File: config.mk
export PLATFORM = sky130hd
export DESIGN_NAME = id_pipe_ctrl
export DESIGN_NICKNAME = d
export VERILOG_FILES = /design/src/rtl/id_pkg.sv /design/src/rtl/id_decode_lut.sv /design/src/rtl/id_pipe_ctrl.sv
export SDC_FILE = /design/constraint.sdc
export NUM_CORES = 1
export LEC_CHECK = 0
export CORE_MARGIN = 4
export CORE_UTILIZATION = 50
export DETAILED_ROUTE_END_ITERATION = 7
export HOLD_SLACK_MARGIN = 0.08
export PLACE_DENSITY = 0.82
export SLEW_MARGIN = 20
export SYNTH_ARGS = -nofsm -noshare
export SYNTH_HDL_FRONTEND = slang
export SYNTH_SLANG_ARGS = --single-unit
File: constraint.sdc
create_clock -name clk -period 4 [get_ports clk]
set_clock_uncertainty 0.1 [all_clocks]
set_input_delay 0.6 -clock clk [delete_from_list [all_inputs] [get_ports clk]]
set_output_delay 0.6 -clock clk [all_outputs]
set_load 0.01 [all_outputs]
File: src/rtl/id_pkg.sv
// Shared decode definitions for the ID stage: instruction class codes, RT opcodes,
// 4-bit ALU command codes and the registered control-word layout.
// No logic; imported by id_decode_lut and id_pipe_ctrl.
package id_pkg;

  // Instruction class carried on the 2-bit mode field.
  typedef enum logic [1:0] {
    MODE_RT  = 2'b00,  // register / data-processing
    MODE_MT  = 2'b01,  // memory transfer (LDR/STR)
    MODE_BT  = 2'b10,  // branch
    MODE_RSV = 2'b11   // reserved, decodes as illegal
  } mode_e;

  // Data-processing opcodes recognised in the RT class.
  localparam logic [3:0] OP_AND = 4'b0000;
  localparam logic [3:0] OP_EOR = 4'b0001;
  localparam logic [3:0] OP_SUB = 4'b0010;
  localparam logic [3:0] OP_ADD = 4'b0100;
  localparam logic [3:0] OP_ADC = 4'b0101;
  localparam logic [3:0] OP_SBC = 4'b0110;
  localparam logic [3:0] OP_TST = 4'b1000;
  localparam logic [3:0] OP_CMP = 4'b1010;
  localparam logic [3:0] OP_ORR = 4'b1100;
  localparam logic [3:0] OP_MOV = 4'b1101;
  localparam logic [3:0] OP_MVN = 4'b1111;

  // ALU commands understood by the EXE stage.
  localparam logic [3:0] EXE_NOP = 4'b0000;
  localparam logic [3:0] EXE_MOV = 4'b0001;
  localparam logic [3:0] EXE_ADD = 4'b0010;
  localparam logic [3:0] EXE_ADC = 4'b0011;
  localparam logic [3:0] EXE_SUB = 4'b0100;
  localparam logic [3:0] EXE_SBC = 4'b0101;
  localparam logic [3:0] EXE_AND = 4'b0110;
  localparam logic [3:0] EXE_ORR = 4'b0111;
  localparam logic [3:0] EXE_EOR = 4'b1000;
  localparam logic [3:0] EXE_MVN = 4'b1001;

  // Control word handed to EXE.
  typedef struct packed {
    logic       wb_en;
    logic       mem_r_en;
    logic       mem_w_en;
    logic       b;
    logic       s_out;
    logic       illegal;
    logic [3:0] exe_cmd;
  } ctrl_t;

  localparam ctrl_t CTRL_NONE = '0;

  // Undecodable instruction: every control off, only the illegal flag raised.
  function automatic ctrl_t ctrl_illegal();
    ctrl_t c;
    c         = CTRL_NONE;
    c.illegal = 1'b1;
    return c;
  endfunction

endpackage

File: src/rtl/id_decode_lut.sv
// Purpose: pure combinational decode of {mode, opcode, s_in} into a control word.
// Latency: 0 cycles (combinational).
// Backpressure: none; the caller decides when the word is captured.
// Ports: mode/opcode/s_in instruction fields in, ctrl decoded control word out.
module id_decode_lut
  import id_pkg::*;
(
  input  logic [1:0] mode,
  input  logic [3:0] opcode,
  input  logic       s_in,
  output ctrl_t      ctrl
);

  always_comb begin
    ctrl = CTRL_NONE;
    case (mode)
      MODE_RT: begin
        // Defaults for a writing data-processing op; compares and unknowns override.
        ctrl.wb_en = 1'b1;
        ctrl.s_out = s_in;
        case (opcode)
          OP_MOV:  ctrl.exe_cmd = EXE_MOV;
          OP_MVN:  ctrl.exe_cmd = EXE_MVN;
          OP_ADD:  ctrl.exe_cmd = EXE_ADD;
          OP_ADC:  ctrl.exe_cmd = EXE_ADC;
          OP_SUB:  ctrl.exe_cmd = EXE_SUB;
          OP_SBC:  ctrl.exe_cmd = EXE_SBC;
          OP_AND:  ctrl.exe_cmd = EXE_AND;
          OP_ORR:  ctrl.exe_cmd = EXE_ORR;
          OP_EOR:  ctrl.exe_cmd = EXE_EOR;
          // CMP/TST only set flags, so no register write-back.
          OP_CMP: begin
            ctrl.exe_cmd = EXE_SUB;
            ctrl.wb_en   = 1'b0;
          end
          OP_TST: begin
            ctrl.exe_cmd = EXE_AND;
            ctrl.wb_en   = 1'b0;
          end
          default: ctrl = ctrl_illegal();
        endcase
      end
      MODE_MT: begin
        // Address generation is always an add; s_in is the L bit.
        ctrl.exe_cmd = EXE_ADD;
        if (s_in) begin
          ctrl.mem_r_en = 1'b1;
          ctrl.wb_en    = 1'b1;
        end else begin
          ctrl.mem_w_en = 1'b1;
        end
      end
      MODE_BT: ctrl.b = 1'b1;
      default: ctrl = ctrl_illegal();
    endcase
  end

endmodule

File: src/rtl/id_pipe_ctrl.sv
// Purpose: ID-stage control register: decodes, squashes branch-shadow slots, forwards to EXE.
// Latency: 1 cycle from accept to out_valid.
// Backpressure: holds the word while out_valid & !out_ready; in_ready drops; flush overrides all.
// Ports: clk/rst_n; in_valid/in_ready + opcode/mode/s_in/flush upstream; out_valid/out_ready +
//        wb_en/mem_r_en/mem_w_en/b/s_out/illegal/exe_cmd downstream.
// Optional macro ID_PERF_CNT_EN adds cnt_dec / cnt_sq accept counters (ports absent otherwise).
module id_pipe_ctrl
  import id_pkg::*;
#(
  parameter int EXE_CMD_W = 4,
  parameter int BR_SHADOW = 1,
  parameter int CNT_W     = 16
) (
  input  logic                 clk,
  input  logic                 rst_n,
  input  logic                 in_valid,
  output logic                 in_ready,
  input  logic [3:0]           opcode,
  input  logic [1:0]           mode,
  input  logic                 s_in,
  input  logic                 flush,
  output logic                 out_valid,
  input  logic                 out_ready,
  output logic                 wb_en,
  output logic                 mem_r_en,
  output logic                 mem_w_en,
  output logic                 b,
  output logic                 s_out,
  output logic                 illegal,
  output logic [EXE_CMD_W-1:0] exe_cmd
`ifdef ID_PERF_CNT_EN
  ,
  output logic [CNT_W-1:0]     cnt_dec,
  output logic [CNT_W-1:0]     cnt_sq
`endif
);

  if (BR_SHADOW < 0 || BR_SHADOW > 3 || EXE_CMD_W < 4 || CNT_W < 1) begin : g_bad_param
    $error("id_pipe_ctrl: parameter out of range");
  end

  localparam logic [1:0] SHADOW_LOAD = 2'(BR_SHADOW);

  localparam logic [0:0] ST_IDLE   = 1'b0;
  localparam logic [0:0] ST_SHADOW = 1'b1;

  ctrl_t      dec_ctrl;
  ctrl_t      ctrl_q, ctrl_d;
  logic       out_valid_q, out_valid_d;
  logic [0:0] state_q, state_d;
  logic [1:0] shadow_cnt_q, shadow_cnt_d;
  logic       accept, squash, load;

  id_decode_lut u_decode (
    .mode   (mode),
    .opcode (opcode),
    .s_in   (s_in),
    .ctrl   (dec_ctrl)
  );

  // flush gates in_ready, so an accept can never coincide with a flush.
  assign in_ready = (!out_valid_q | out_ready) & !flush;
  assign accept   = in_valid & in_ready;
  // Slots behind an accepted branch are consumed from upstream but never reach EXE.
  assign squash   = accept & (state_q == ST_SHADOW);
  assign load     = accept & !squash;

  // Output register: flush > load > downstream take > hold.
  always_comb begin
    out_valid_d = out_valid_q;
    ctrl_d      = ctrl_q;
    if (flush) begin
      out_valid_d = 1'b0;
    end else if (load) begin
      out_valid_d = 1'b1;
      ctrl_d      = dec_ctrl;
    end else if (out_ready) begin
      out_valid_d = 1'b0;
    end
  end

  // Branch-shadow FSM; shadow_cnt_q is non-zero exactly when state_q is ST_SHADOW.
  always_comb begin
    state_d      = state_q;
    shadow_cnt_d = shadow_cnt_q;
    if (flush) begin
      state_d      = ST_IDLE;
      shadow_cnt_d = 2'd0;
    end else begin
      case (state_q)
        ST_IDLE: begin
          if (load && dec_ctrl.b && (SHADOW_LOAD != 2'd0)) begin
            state_d      = ST_SHADOW;
            shadow_cnt_d = SHADOW_LOAD;
          end
        end
        ST_SHADOW: begin
          // A squashed branch does not re-arm the shadow.
          if (squash) begin
            shadow_cnt_d = shadow_cnt_q - 2'd1;
            if (shadow_cnt_q == 2'd1) begin
              state_d = ST_IDLE;
            end
          end
        end
        default: begin
          state_d      = ST_IDLE;
          shadow_cnt_d = 2'd0;
        end
      endcase
    end
  end

  always_ff @(posedge clk or negedge rst_n) begin
    if (!rst_n) begin
      out_valid_q  <= 1'b0;
      ctrl_q       <= CTRL_NONE;
      state_q      <= ST_IDLE;
      shadow_cnt_q <= 2'd0;
    end else begin
      out_valid_q  <= out_valid_d;
      ctrl_q       <= ctrl_d;
      state_q      <= state_d;
      shadow_cnt_q <= shadow_cnt_d;
    end
  end

  assign out_valid = out_valid_q;
  assign wb_en     = ctrl_q.wb_en;
  assign mem_r_en  = ctrl_q.mem_r_en;
  assign mem_w_en  = ctrl_q.mem_w_en;
  assign b         = ctrl_q.b;
  assign s_out     = ctrl_q.s_out;
  assign illegal   = ctrl_q.illegal;
  // Wider command buses are zero-extended from the 4-bit code.
  assign exe_cmd   = EXE_CMD_W'(ctrl_q.exe_cmd);

`ifdef ID_PERF_CNT_EN
  logic [CNT_W-1:0] cnt_dec_q, cnt_dec_d;
  logic [CNT_W-1:0] cnt_sq_q, cnt_sq_d;

  // Free-running, wrap naturally; flush never coincides with an accept.
  always_comb begin
    cnt_dec_d = cnt_dec_q + CNT_W'(load);
    cnt_sq_d  = cnt_sq_q + CNT_W'(squash);
  end

  always_ff @(posedge clk or negedge rst_n) begin
    if (!rst_n) begin
      cnt_dec_q <= '0;
      cnt_sq_q  <= '0;
    end else begin
      cnt_dec_q <= cnt_dec_d;
      cnt_sq_q  <= cnt_sq_d;
    end
  end

  assign cnt_dec = cnt_dec_q;
  assign cnt_sq  = cnt_sq_q;
`endif

endmodule

; After elaboration in Yosys (flattened, before gate mapping)
; Cells that the tools add are included.
[totals]
output_inout_bits = 12
wordCells = 68
register_bits = 14
[op_classes]
n_mux = 21
n_eq_ne = 15
bitwise = 7
n_addsub = 1
n_reduce_logical = 14
[op_table]
columns = op, n
row1 = $pmux 4 s9, 1
row2 = $eq 4x4->1 const B, 5
row3 = $eq 4x3->1 const B, 3
row4 = $reduce_or 11->1, 1
row5 = $mux 2, 5
row6 = $mux 1, 9
row7 = $reduce_or 9->1, 1
row8 = $pmux 2 s2, 2
row9 = $pmux 4 s2, 1
row10 = $pmux 3 s2, 1
row11 = $reduce_or 2->1, 3
row12 = $and 1x1->1, 4
row13 = $eq 2x1->1 const B, 2
row14 = $eq 4x1->1 const B, 1
row15 = $eq 4x2->1 const B, 1
row16 = $logic_not 4->1, 1
row17 = $pmux 1 s2, 2
row18 = $reduce_and 2->1, 2
row19 = $logic_not 1->1, 3
row20 = $ne 3x2->1 const B, 1
row21 = $ne 3x3->1 const B, 1
row22 = $reduce_bool 3->1, 1
row23 = $eq 2x2->1 const B, 1
row24 = $logic_not 2->1, 1
row25 = 4 further kinds, 5

; Longest topological paths before layout
; Gate-level depths: netlist (run 1).
[logic_depth]
word_depth = 11
mapped_depth = 5
mapped_depth_nobuf = 5

; Modules after synthesis
; From an unflattened synthesis (run 1), not the netlist that was laid out.
[unflattened]
cells_unflattened = 73
hier_area_um2 = 825.8
[by_module_without_submodules]
columns = module, area_per_inst_um2, cells_per_inst, seq_area_each_um2, n_inst
row1 = id_pipe_ctrl, 598.1, 41, 350.3, 1
row2 = id_decode_lut, 227.7, 32, 0.0, 1

; Worst setup path before layout (run 1)
; Ideal clock, no wire load.
[synth_path]
kind = input-to-output
startpoint = input port out_ready
endpoint = output port in_ready
path_buffers = 1
setup_slack_ps = 2217
stages = 3
arrival_ps = 1083
required_ps = 3300
path_cell_list = nor2b_1 > buf_2 > nor2_1
[synth_via]
elab_chain_cells = 2
[synth_lines]
columns = element, line
row1 = from (decl), id_pipe_ctrl.sv:23  ; input logic out_ready,
row2 = $or 1x1->1, id_pipe_ctrl.sv:62  ; assign in_ready = (!out_valid_q | out_ready) & !flush;
row3 = $and 1x1->1, id_pipe_ctrl.sv:62
row4 = to (decl), id_pipe_ctrl.sv:17  ; output logic in_ready,
; No other way between the ends.

; Worst setup path in the final report (run 1)
; Same ends and word-level chain as after synthesis.

==> results.sh, run 1 <==
export IMPL_wirelength_um=1977
export IMPL_crit_path_start_kind="primary input"
export IMPL_drive_gt1_frac=0.1038
export IMPL_power_density_mw_per_mm2=321.2
export IMPL_rsz0062_at_grt="false"
export IMPL_irDropWorstVdd_uv=187.5
export IMPL_synthToLayoutAreaGrowth_pct=28.41
export IMPL_ys_seq_area_frac=0.3977
export IMPL_relSlewSlack=0.5609
export IMPL_initial_utilization=0.5587
export IMPL_path_cells="clkdlybuf4s50_1, nor2b_1, buf_4, nor2_1, clkdlybuf4s50_1"
export IMPL_antennaDiodeCount=0
export IMPL_cap_viol_max_count=0
export IMPL_io_pins=24
export IMPL_grt_use_total=0.1641
export IMPL_clock_sinks=14
export IMPL_synth_edff_count=0
export IMPL_setup_tns_ns=0
export IMPL_post_cts_buffers=0
export IMPL_path_class="primary input to output port"
export IMPL_fin_crit_sh=0.6586
export IMPL_grt_max_degree=15
export IMPL_finalCriticalPeriod_ns=2.634
export IMPL_crit_slowest_cell="clkdlybuf4s50_1"
export IMPL_synthFlopType="dfrtp_1"
export IMPL_dp_hpwl_um=1432
export IMPL_synthCells=85
export IMPL_hold_buffers=0
export IMPL_grt_use_met3=0.03012
export IMPL_fmax_ghz=0.3796
export IMPL_wl_per_cell_um=16.20
export IMPL_worstPathMaxFanout=12
export IMPL_ys_seq_elements=14
export IMPL_whs_ns=0.4114
export IMPL_clk_latency_ns=0.28
export IMPL_via_per_inst=6.238
export IMPL_die_height_um=49.97
export IMPL_fin_nets=124
export IMPL_cts_resized=0
export IMPL_syn_nets=102
export IMPL_required_ns=3.30
export IMPL_rows=14
export IMPL_grt_antenna_before_repair=0
export IMPL_tightest_slew_ns=0.6566
export IMPL_synth_top_cells_by_area="dfrtp_1, ha_1, o31ai_1"
export IMPL_netlist_area_um2=880.8
export IMPL_hold_viol=0
export IMPL_met2_usage=0.2555
export IMPL_critPathArrivalTime_ns=1.93
export IMPL_vias=761
export IMPL_p_leak_uw=0.0004720
export IMPL_overflow=0
export IMPL_synthDistinctLibCells=36
export IMPL_grt_pass1_wl_um=3146
export IMPL_cts_max_path_buffers=2
export IMPL_cts_root_buf="clkbuf_4"
export IMPL_status="finished clean"
export IMPL_endpoint_kind="output port"
export IMPL_port_buffers=23
export IMPL_first_pass_iters=4
export IMPL_clkSlewWorstSetupHoldPaths_ns=0.08
export IMPL_path_common_cell="clkdlybuf4s50_1"
export IMPL_cts_buffers=3
export IMPL_setup_violations=0
export IMPL_first_global_vias=727
export IMPL_yosys_area_top_type="dfrtp_1"
export IMPL_grt_busiest_layer="met2"
export IMPL_gp_congestion=0.8076
export IMPL_synth_most_common_cell="dfrtp_1"
export IMPL_cts_tree="yes"
export IMPL_ys_warn_count=0
export IMPL_grtUsageMet1=0.2171
export IMPL_final_max_slew_viol_count=0
export IMPL_drc=0
export IMPL_dieArea_mm2=0.002497
export IMPL_fp_coreArea_mm2=0.001577
export IMPL_chipWidth_um=49.97
export IMPL_ant_nets=0
export IMPL_ys_async_sr_fraction=1.000
export IMPL_synth_common_cells="dfrtp_1, inv_1, ha_1, o31ai_1"
export IMPL_synth_top_area_share=0.3977
export IMPL_cpPeakStageDelay_ns=0.55
export IMPL_htreeDepth=1
export IMPL_avgSynthCellArea_um2=10.36
export IMPL_hp_class="flip-flop to flip-flop"
export IMPL_drt_iter0_drc=19
==> routing by layer <==
layer  routed length, um  up-vias
met3                 111        4
li1                    -      352
met1                 917      377
met4                  33        0
met5                   0        -
met2                 915       28
==> report_power, final <==
| group | total, uW | internal, uW | switching (uW) |
|---|---|---|---|
| sequential | 163 | 155 | 8.65 |
| combinational | 94.8 | 52.1 | 42.8 |
| clock | 105 | 55.4 | 49.6 |
| total | 363 | 262 | 101 |
==> worst max-delay path: cells and delay by family <==
kind,cells,cell delay [ns]
AND/OR/NAND/NOR,2,0.13
buffers and inverters,3,1.20
==> metrics by stage <==
step	instance area (um^2)	cells	util	worst slack (ns)	power, uW
floorplan	880.8	85	-	2.217	212.0
global placement	1095	118	0.6944	1.391	258.3
detailed placement	1095	118	0.6944	1.363	260.7
CTS	1131	122	0.7175	1.363	367.1
global route	1131	122	0.7175	1.293	383.3
finish	1131	122	0.7175	1.366	363.4
==> layout make-up <==
type / instances / area [um^2]
sequential: 14 / 350.3
tap: 16 / 20.02
inverter: 9 / 33.78
clock buffer: 4 / 36.28
timing repair buffer: 24 / 237.7
fill: 134 / 445.4
multi-input combinational: 55 / 452.9
==> state kept, by name, indices dropped and copies added (netlist names) <==
register      count
b                 1
shadow_cnt_q      2
out_valid         1
exe_cmd           4
state_q           1
mem_w_en          1
illegal           1
wb_en             1
mem_r_en          1
s_out             1
==> cells in the final DEF, fill, tap and decap left out, types with 2 or more instances in the layout <==
cell type and instances:
nand4b_1 2, nand2b_1 3, o31ai_1 5, nor3_1 2
clkbuf_4 3, o21ai_0 2, nor2b_1 3, ha_1 5
o41ai_1 2, a2111oi_0 2, nor2_1 3, inv_1 9
nand4_1 2, nand3b_1 2, mux2_2 3, dfrtp_1 14
a21oi_1 2, xor2_1 2, clkdlybuf4s50_1 23
==> worst paths after layout <==
path	slack, ns	to	cells after the start	from
min reg2reg	0.41	mem_w_en	1	mem_w_en
min	0.41	mem_w_en	1	mem_w_en
min in group asynchronous	0.61	exe_cmd[3]	1	rst_n
max	1.37	in_ready	5	out_ready
max in group asynchronous	2.77	s_out	1	rst_n
max reg2reg	2.29	s_out	4	out_valid
==> logic make-up after synthesis <==
| family | after synthesis | synth area share |
|---|---|---|
| AOI/OAI and AO/OA | 22 | 0.2145 |
| DFF | 14 | 0.3977 |
| and+or+nand+nor | 23 | 0.1705 |
| xor gates and xnor gates | 2 | 0.01989 |
| buffers and inverters | 16 | 0.08806 |
| muxes | 3 | 0.03835 |
| adders and majority gates | 5 | 0.07102 |
(Power assumes the default switching activity.)
==> run 2, diff against run 1 <==
CORE_UTILIZATION = 42   (was 50)
PLACE_DENSITY = 0.74   (was 0.82)
clock period = 2.4 ns   (was 4 ns; I/O delays follow)
==> run 2 against run 1 <==
Against the previous run: worst hold slack got worse by 0.032 ns; total power is 65% higher; worst setup slack lost 0.97 ns; via count shrank 5.0%; non-clock buffer count up 2; sequential share of layout area is 0.77 points lower; wire length shrank 7.5%; utilization shrank 13 points; critical path type unchanged; largest power group unchanged; highest routed layer unchanged.
==> results.sh, run 2 (synthesis gave the netlist of run 1 again) <==
export IMPL_status="finished clean"
export IMPL_grt_antenna_before_repair=0
export IMPL_intPower_uw=438.9
export IMPL_wl_per_cell_um=13.55
export IMPL_cpPeakStageDelay_ns=0.54
export IMPL_clock_power_share=0.279
export IMPL_cap_viol_max_count=0
export IMPL_io_pins=24
export IMPL_overflow=0
export IMPL_crit_buf_inv=2
export IMPL_fin_crit_sh=0.8345
export IMPL_hp_class="primary input to async pin"
export IMPL_path_common_cell="clkdlybuf4s50_1"
export IMPL_required_ns=1.94
export IMPL_path_class="primary input to output port"
export IMPL_setup_tns_ns=0
export IMPL_p_comb_frac=0.266
export IMPL_cts_root_buf="clkbuf_4"
export IMPL_drive_gt1_frac=0.1204
export IMPL_largest_reg_flops=4
export IMPL_fp_coreArea_mm2=0.001982
export IMPL_relSlewSlack=0.5695
export IMPL_mostFrequentLayoutCell="clkdlybuf4s50_1"
export IMPL_setup_violations=0
export IMPL_fin_nets=126
export IMPL_wirelength_um=1829
export IMPL_power_density_mw_per_mm2=516.0
export IMPL_endpoint_kind="output port"
export IMPL_ff2ff_setup_slack_ns=0.67
export IMPL_worstPathMaxFanout=7
export IMPL_cts_resized=0
export IMPL_drt_iter0_drc=3
export IMPL_clock_sinks=14
export IMPL_first_global_vias=696
export IMPL_chipWidth_um=53.80
export IMPL_cts_max_path_buffers=2
export IMPL_htreeDepth=1
export IMPL_vias=723
export IMPL_drc=0
export IMPL_clkSlewWorstSetupHoldPaths_ns=0.09
export IMPL_initial_utilization=0.4444
export IMPL_via_per_inst=5.356
export IMPL_crit_slowest_cell="clkdlybuf4s50_1"
export IMPL_path_delay_family="buffers and inverters"
export IMPL_grt_use_total=0.1387
export IMPL_irDropWorstVdd_uv=297.8
export IMPL_synthToLayoutAreaGrowth_pct=31.68
export IMPL_p_sw_uw=159.5
export IMPL_pwr_share_seq=0.455
export IMPL_dieArea_mm2=0.002894
export IMPL_ant_nets=0
export IMPL_p_leak_uw=0.0004813
export IMPL_grt_max_degree=15
export IMPL_tightest_slew_ns=0.6437
export IMPL_cts_buffers=3
export IMPL_rows=16
export IMPL_critPathArrivalTime_ns=1.54
export IMPL_dp_hpwl_um=1430
export IMPL_path_cells="clkdlybuf4s50_1, nor2_1, clkdlybuf4s50_1"
export IMPL_post_cts_buffers=0
export IMPL_final_max_slew_viol_count=0
export IMPL_first_pass_iters=4
export IMPL_rsz0062_at_grt="false"
export IMPL_grt_pass1_wl_um=2911
export IMPL_layout_common_cells="clkdlybuf4s50_1, dfrtp_1, inv_1"
export IMPL_whs_ns=0.3789
export IMPL_cts_tree="yes"
export IMPL_port_buffers=23
export IMPL_crit_path_start_kind="primary input"
export IMPL_hold_viol=0
export IMPL_finalCriticalPeriod_ns=2.003
export IMPL_fillers=165
export IMPL_swShare=0.2666
export IMPL_gp_congestion=0.8270
export IMPL_hold_buffers=0
export IMPL_die_height_um=53.80
export IMPL_antennaDiodeCount=0
export IMPL_fmax_ghz=0.4993
export IMPL_clk_latency_ns=0.27
-- run 2: changes by cell type in the layout (fill, tap and decap cells not counted), sizes merged --
| cell | before | now |
|---|---|---|
| buf | 1 | 3 |
-- run 2: path summary, 6_finish.rpt --
path	startpoint	endpoint	cells after the start
worst max-delay path	flush	in_ready	3
worst min-delay path	rst_n	out_valid	1
worst max register to register	out_valid	s_out	4
worst min register to register	wb_en	wb_en	1
max in group asynchronous	rst_n	illegal	1
min in group clk	wb_en	wb_en	1
-- run 2: final cells by class --
class	instances	area [um^2]	share of cell area
repair buffers	26	252.7	0.2179
inverters	9	33.78	0.02913
multi-input cells	55	452.9	0.3905
well taps	27	33.78	0.02913
flip-flops and latches	14	350.3	0.3021
clock buffers	4	36.28	0.03128
-- run 2: power by group through the flow --
stage	sequential, uW	clock, uW	combinational [uW]
final	272	167	159
after global routing	276	186	174
after CTS	273	173	161
after detailed placement	278	0	160
after global placement	276	0	158
after floorplan	285	0	68.6
-- run 2: metal layers --
| metal | vias to the layer above | global-route usage | part of all wire |
|---|---|---|---|
| li1 | 363 | - | - |
| met1 | 344 | 0.1823 | 0.46 |
| met2 | 14 | 0.2218 | 0.50 |
| met3 | 2 | 0.02493 | 0.043 |
| met4 | 0 | 0.05957 | 0.0044 |
| met5 | - | 0 | 0 |
-- run 2: through the flow --
stage | total power (uW) | util | worst slack (ns) | cell area [um^2] | cells
after global placement | 434.7 | 0.5669 | 0.2606 | 1124 | 131
after detailed placement | 437.8 | 0.5669 | 0.1683 | 1124 | 131
final | 598.4 | 0.5852 | 0.3972 | 1160 | 135
after global routing | 635.5 | 0.5852 | 0.3302 | 1160 | 135
after floorplan | 353.4 | - | 0.8000 | 880.8 | 85
after CTS | 607.2 | 0.5852 | 0.4014 | 1160 | 135
==> patch 1: new RTL, config.mk and constraints of run 2 <==
Build with the macro `ID_PERF_CNT_EN` defined.
--- a/src/rtl/id_pipe_ctrl.sv
+++ b/src/rtl/id_pipe_ctrl.sv
@@ -4,6 +4,8 @@
 // Ports: clk/rst_n; in_valid/in_ready + opcode/mode/s_in/flush upstream; out_valid/out_ready +
 //        wb_en/mem_r_en/mem_w_en/b/s_out/illegal/exe_cmd downstream.
 // Optional macro ID_PERF_CNT_EN adds cnt_dec / cnt_sq accept counters (ports absent otherwise).
+`define ID_PERF_CNT_EN
+
 module id_pipe_ctrl
   import id_pkg::*;
 #(
Check against the original RTL (old outputs only; new: cnt_dec and cnt_sq): equivalent (equiv_simple and equiv_induct, registers matched by name and starting in step).
==> patch 1 against run 2 <==
Wire length rose by 140%; power rose to 3.0 times the old value; clock power rose to 2.9 times the old value; largest cell class is now flip-flops and latches; worst setup slack got worse by 130 ps; maximum frequency fell by 6.1%; critical endpoint unchanged; largest power group unchanged; critical path type unchanged; synthesized area rose by 140%; final area rose to 2.5 times the old value; sequential cell count rose by 32.
==> patch 1: results (changes against run 2) <==
Global route
  • Met3 Use GR: 4.54% (+2.0 points)
  • Largest net degree at the start of global routing: 25 (+10)
  • Grt met2 use: 26.4% (+4.2 points)
  • Vias in the first global route: 1,648 (+140%)
  • Total Routing Usage GR: 15.1% (+1.2 points)
  • Gr busiest metal: met2
  • Initial antenna violation count: 0 (unchanged)
  • First-pass GRT wire length: 7450 µm (+160%)
  • Met1 usage: 17.7% (-0.51 points)

Yosys
  • Syn Nets: 217 (+110%)
  • Top cells by area, synth: dfrtp_1, xnor2_1, nand2_1
  • Yosys cell types: 32 (-11%)
  • Synth warn: 0 (unchanged)
  • Synth cell count leaders: dfrtp_1, nand2_1, xnor2_1
  • Asr flop ratio synth: 100% (unchanged)
  • Register area share after synthesis: 54.4% (+15 points)
  • Ys flop type: dfrtp_1

Power
  • Leak: 1.29 nW (+170%)
  • Peak supply drop: 0.263 mV (-12%)

Critical path
  • Arrival time at the worst endpoint: 1670 ps (+130 ps)
  • Slowest stage delay, CP: 540 ps (about the same)
  • Crit Path Max Fanout: 5 (-2)
  • CP top delay family: buffers and inverters
  • Critical-path top delay cell: clkdlybuf4s50_1

Placement
  • RePlAce Congestion: 0.836 (+1.1%)
  • Detail Placement HPWL: 3380 µm (+140%)
  • Area after DPL: 2830 µm² (+150%)
  • Port buffer count: 55 (+140%)

STA
  • Relative slew slack: 62.3% (+5.4 points)
  • Final setup violating endpoints: 0 (unchanged)
  • Max Slew Vio Count: 0 (unchanged)

Clock tree
  • TritonCTS buffer count: 5 (+2)
  • Clock Root Buffer: clkbuf_8
  • Worst skew pair latency: 290 ps (+20 ps)
  • Clock buffer depth: 2 (unchanged)
  • Postcts setup bufs: 0 (unchanged)
  • Reg clk slew, reported paths: 80 ps
  • H-tree levels: 2 (+1)

Routing
  • Pre-antenna DRT Iters: 5 (+1)
  • Initial DRC count: 64 (+61)
  • DR WL/cell: 12.9 µm (-4.9%)
  • DR vias/cell: 4.98 (-7.0%)

Layout
  • Nets@finish: 288 (+130%)
  • Share of cells above drive strength 1: 8.92% (-3.1 points)
  • Fillers: 420 (+150%)
  • Diode count: 0 (unchanged)

Worst hold path
  • Hold Crit Class: reg -> reg

Outcome
  • Status: finished clean
patch 1: what timing repair did:
item / CTS / global route
hold buffers: 1 / 0
resized for setup: 0 / 0
endpoints found under the hold margin: 23 / 0
patch 1: cells by family after synthesis:
kind of cell / count (synthesis) / synth area share (%)
fa+ha+maj: 8 / 4.73
simple gates: 79 / 19.8
buf+inv: 12 / 2.19
compound gates: 22 / 6.04
xor+xnor: 30 / 12.8
flops: 46 / 54.4
patch 1: area by class of cell:
cell class	instances	area [µm²]	area share, %
clock inverter	1	5.00	0.171
clock buffer	7	86.3	2.95
timing repair buffer	67	651	22.2
tap	67	83.8	2.86
sequential	46	1150	39.3
inverter	9	33.8	1.15
multi-input combinational	139	917	31.3
patch 1: path summary, 6_finish.rpt:
kind                             start          end  slack, ps  cells past startpoint
min in group asynchronous        rst_n  cnt_dec[11]        490                      2
min reg2reg                cnt_dec[15]  cnt_dec[15]        360                      1
min                        cnt_dec[15]  cnt_dec[15]        360                      1
max reg2reg                  out_valid   cnt_sq[14]        430                      9
max                          out_ready     in_ready        270                      4
max in group asynchronous        rst_n    out_valid       1200                      3
patch 1: report_power, final:
part / internal (mW) / leakage, nW / switching [mW]
combinational: 0.210 / 0.625 / 0.152
clock: 0.232 / 0.0482 / 0.247
sequential: 0.855 / 0.616 / 0.0772
patch 1: stage by stage:
| stage | TNS [ps] | worst slack (ps) | hold WS (ps) | std cells |
|---|---|---|---|---|
| floorplan | 0 | 415 | -35.6 | 197 |
| global placement | 0 | 43.4 | 274 | 327 |
| detailed placement | -74.3 | -30.4 | 284 | 327 |
| CTS | 0 | 264 | 372 | 336 |
| global route | 0 | 142 | 396 | 336 |
| finish | 0 | 268 | 364 | 336 |
patch 1: routing by layer:
| layer | share of wire (%) | vias up | wire length (µm) |
|---|---|---|---|
| li1 | - | 813 | - |
| met1 | 43 | 788 | 1880 |
| met2 | 49 | 65 | 2130 |
| met3 | 5.9 | 8 | 255 |
| met4 | 1.3 | 0 | 58 |
| met5 | 0 | - | 0 |
==> patch 2: new RTL, config.mk and constraints of run 2 <==
Made on the original files. Add an input register stage for `mode`, without a reset; this delays it by one clock. The other inputs are not delayed to match. Comments in the files are not updated.
--- a/src/rtl/id_pipe_ctrl.sv
+++ b/src/rtl/id_pipe_ctrl.sv
@@ -35,6 +35,12 @@
 `endif
 );
 
+  logic [1:0] mode_q;
+
+  always_ff @(posedge clk) begin
+    mode_q <= mode;
+  end
+
   if (BR_SHADOW < 0 || BR_SHADOW > 3 || EXE_CMD_W < 4 || CNT_W < 1) begin : g_bad_param
     $error("id_pipe_ctrl: parameter out of range");
   end
@@ -52,7 +58,7 @@
   logic       accept, squash, load;
 
   id_decode_lut u_decode (
-    .mode   (mode),
+    .mode   (mode_q),
     .opcode (opcode),
     .s_in   (s_in),
     .ctrl   (dec_ctrl)
Behaviour: not the same (Yosys sat finds a counterexample within 4 cycles, from zero or initial values and one cycle with rst_n low).
==> patch 2 against run 2 <==
Worst hold slack worse by 24 ps; critical endpoint unchanged; sequential cell count is 2 higher; power up 2.8%; utilization increased by 1.4 points; synthesized area is 3.4% higher; worst setup slack worse by 43 ps; wire length up 4.6%; final area up 3.5%; largest power group unchanged; critical path type unchanged.
==> patch 2: results (changes against run 2) <==
Clock tree
  • TritonCTS buffer count: 3 (unchanged)
  • Worst skew pair latency: between 200 and 300 ps
  • Post-CTS sizing: 0 (unchanged)

Global route
  • Met3 Use GR: 3.54% (+1.0 points)
  • Met1 usage: 20.7% (+2.5 points)
  • Vias in the first global route: 740 (+6.3%)
  • First-pass GRT wire length: 3280 µm (+13%)
  • Total Routing Usage GR: 15.4% (+1.5 points)
  • Grt met2 use: 23.5% (+1.3 points)
  • Largest net degree at the start of global routing: 15 (unchanged)

STA
  • Min Tclk post-route: 2050 ps (+43.3 ps)
  • Relative slew slack: 58.4% (+1.4 points)
  • Worst Hold Margin: 355 ps (-24.0 ps)

Layout
  • Diode count: 0 (unchanged)
  • Fillers: 179 (+8.5%)
  • Nets@finish: 132 (+4.8%)
  • Fin cells: 141 (+4.4%)
  • Share of cells above drive strength 1: 12.3% (+0.24 points)
  • Multi-input combinational cell area: 444 µm² (-1.9%)

Yosys
  • Yosys cell types: 37 (+2.8%)
  • Top cells by area, synth: dfrtp_1, ha_1, o31ai_1
  • Area share of xor/xnor cells in the synthesized design: 1.92% (-0.066 points)
  • Synth cell count leaders: dfrtp_1, inv_1, o31ai_1
  • Compound-cell area share of the yosys netlist: 26.5% (+5.1 points)
  • Syn Nets: 105 (+2.9%)
  • Cell count after synthesis: 88 (+3.5%)
  • Asr flop ratio synth: 87.5% (-13 points)
  • Register area share after synthesis: 42.9% (+3.1 points)
  • Synth warn: 0 (unchanged)
  • Mux cell area share after synthesis: 0% (-3.8 points)
  • Post-Synth Adder-Cell Area: 6.87% (-0.23 points)

Routing
  • Met3 Routed Length: 101 µm (+29%)
  • Total Wirelength: 1910 µm (+4.6%)
  • Initial DRC count: 17 (+14)
  • DR vias: 751 (+3.9%)
  • DRT met1 WL: 946 µm (+13%)
  • DR WL met2: 850 µm (-6.4%)
  • Pre-antenna DRT Iters: 4 (unchanged)

Outcome
  • Status: finished clean

Placement
  • Area after DPL: 1170 µm² (+4.5%)
  • RePlAce Congestion: 0.825 (-0.25%)
  • Detail Placement HPWL: 1490 µm (+4.3%)
  • Pre-CTS setup slack: 320 ps (+152 ps)
  • Port buffer count: 23 (unchanged)

Power
  • Combinational power: around 0.16 mW
  • Peak supply drop: 0.369 mV (+24%)
  • Pwr dens: 513 nW/µm² (-0.64%)
  • Psw: 0.171 mW (+7.1%)
  • Leak: 0.495 nW (+2.8%)
  • Clk pwr share: 24.2% (-3.7 points)

Critical path
  • Crit Path Max Fanout: 6 (-1)
  • R2R setup slack: 830 ps (+160 ps)
  • Arrival time at the worst endpoint: 1590 ps (+50 ps)

Worst hold path
  • Hold Crit Class: in -> async
-- patch 2: worst paths after layout --
path | start | endpoint | cells after the start
max reg2reg | state_q | mem_w_en | 4
min reg2reg | exe_cmd[0] | exe_cmd[0] | 2
max in group asynchronous | rst_n | exe_cmd[3] | 1
min in group clk | exe_cmd[0] | exe_cmd[0] | 2
min | rst_n | out_valid | 1
max | flush | in_ready | 4
-- patch 2: cell families (layout without fill, tap and decap cells) --
group / after synthesis / in the layout
fa+ha+maj: 5 / 5
simple gates: 20 / 20
buf+inv: 16 / 42
flops: 16 / 16
xor+xnor: 2 / 2
compound gates: 29 / 29
-- patch 2: final cells by class --
type / instances / area share (%)
Multi-Input combinational cell: 56 / 37.0
Sequential cell: 16 / 32.5
Timing Repair Buffer: 28 / 22.3
Inverter: 10 / 3.13
Tap cell: 27 / 2.82
Clock buffer: 4 / 2.19
-- patch 2: critical path, delay by kind of cell --
kind	cells	cell delay [ps]
buf+inv	3	1110
simple gates	1	120
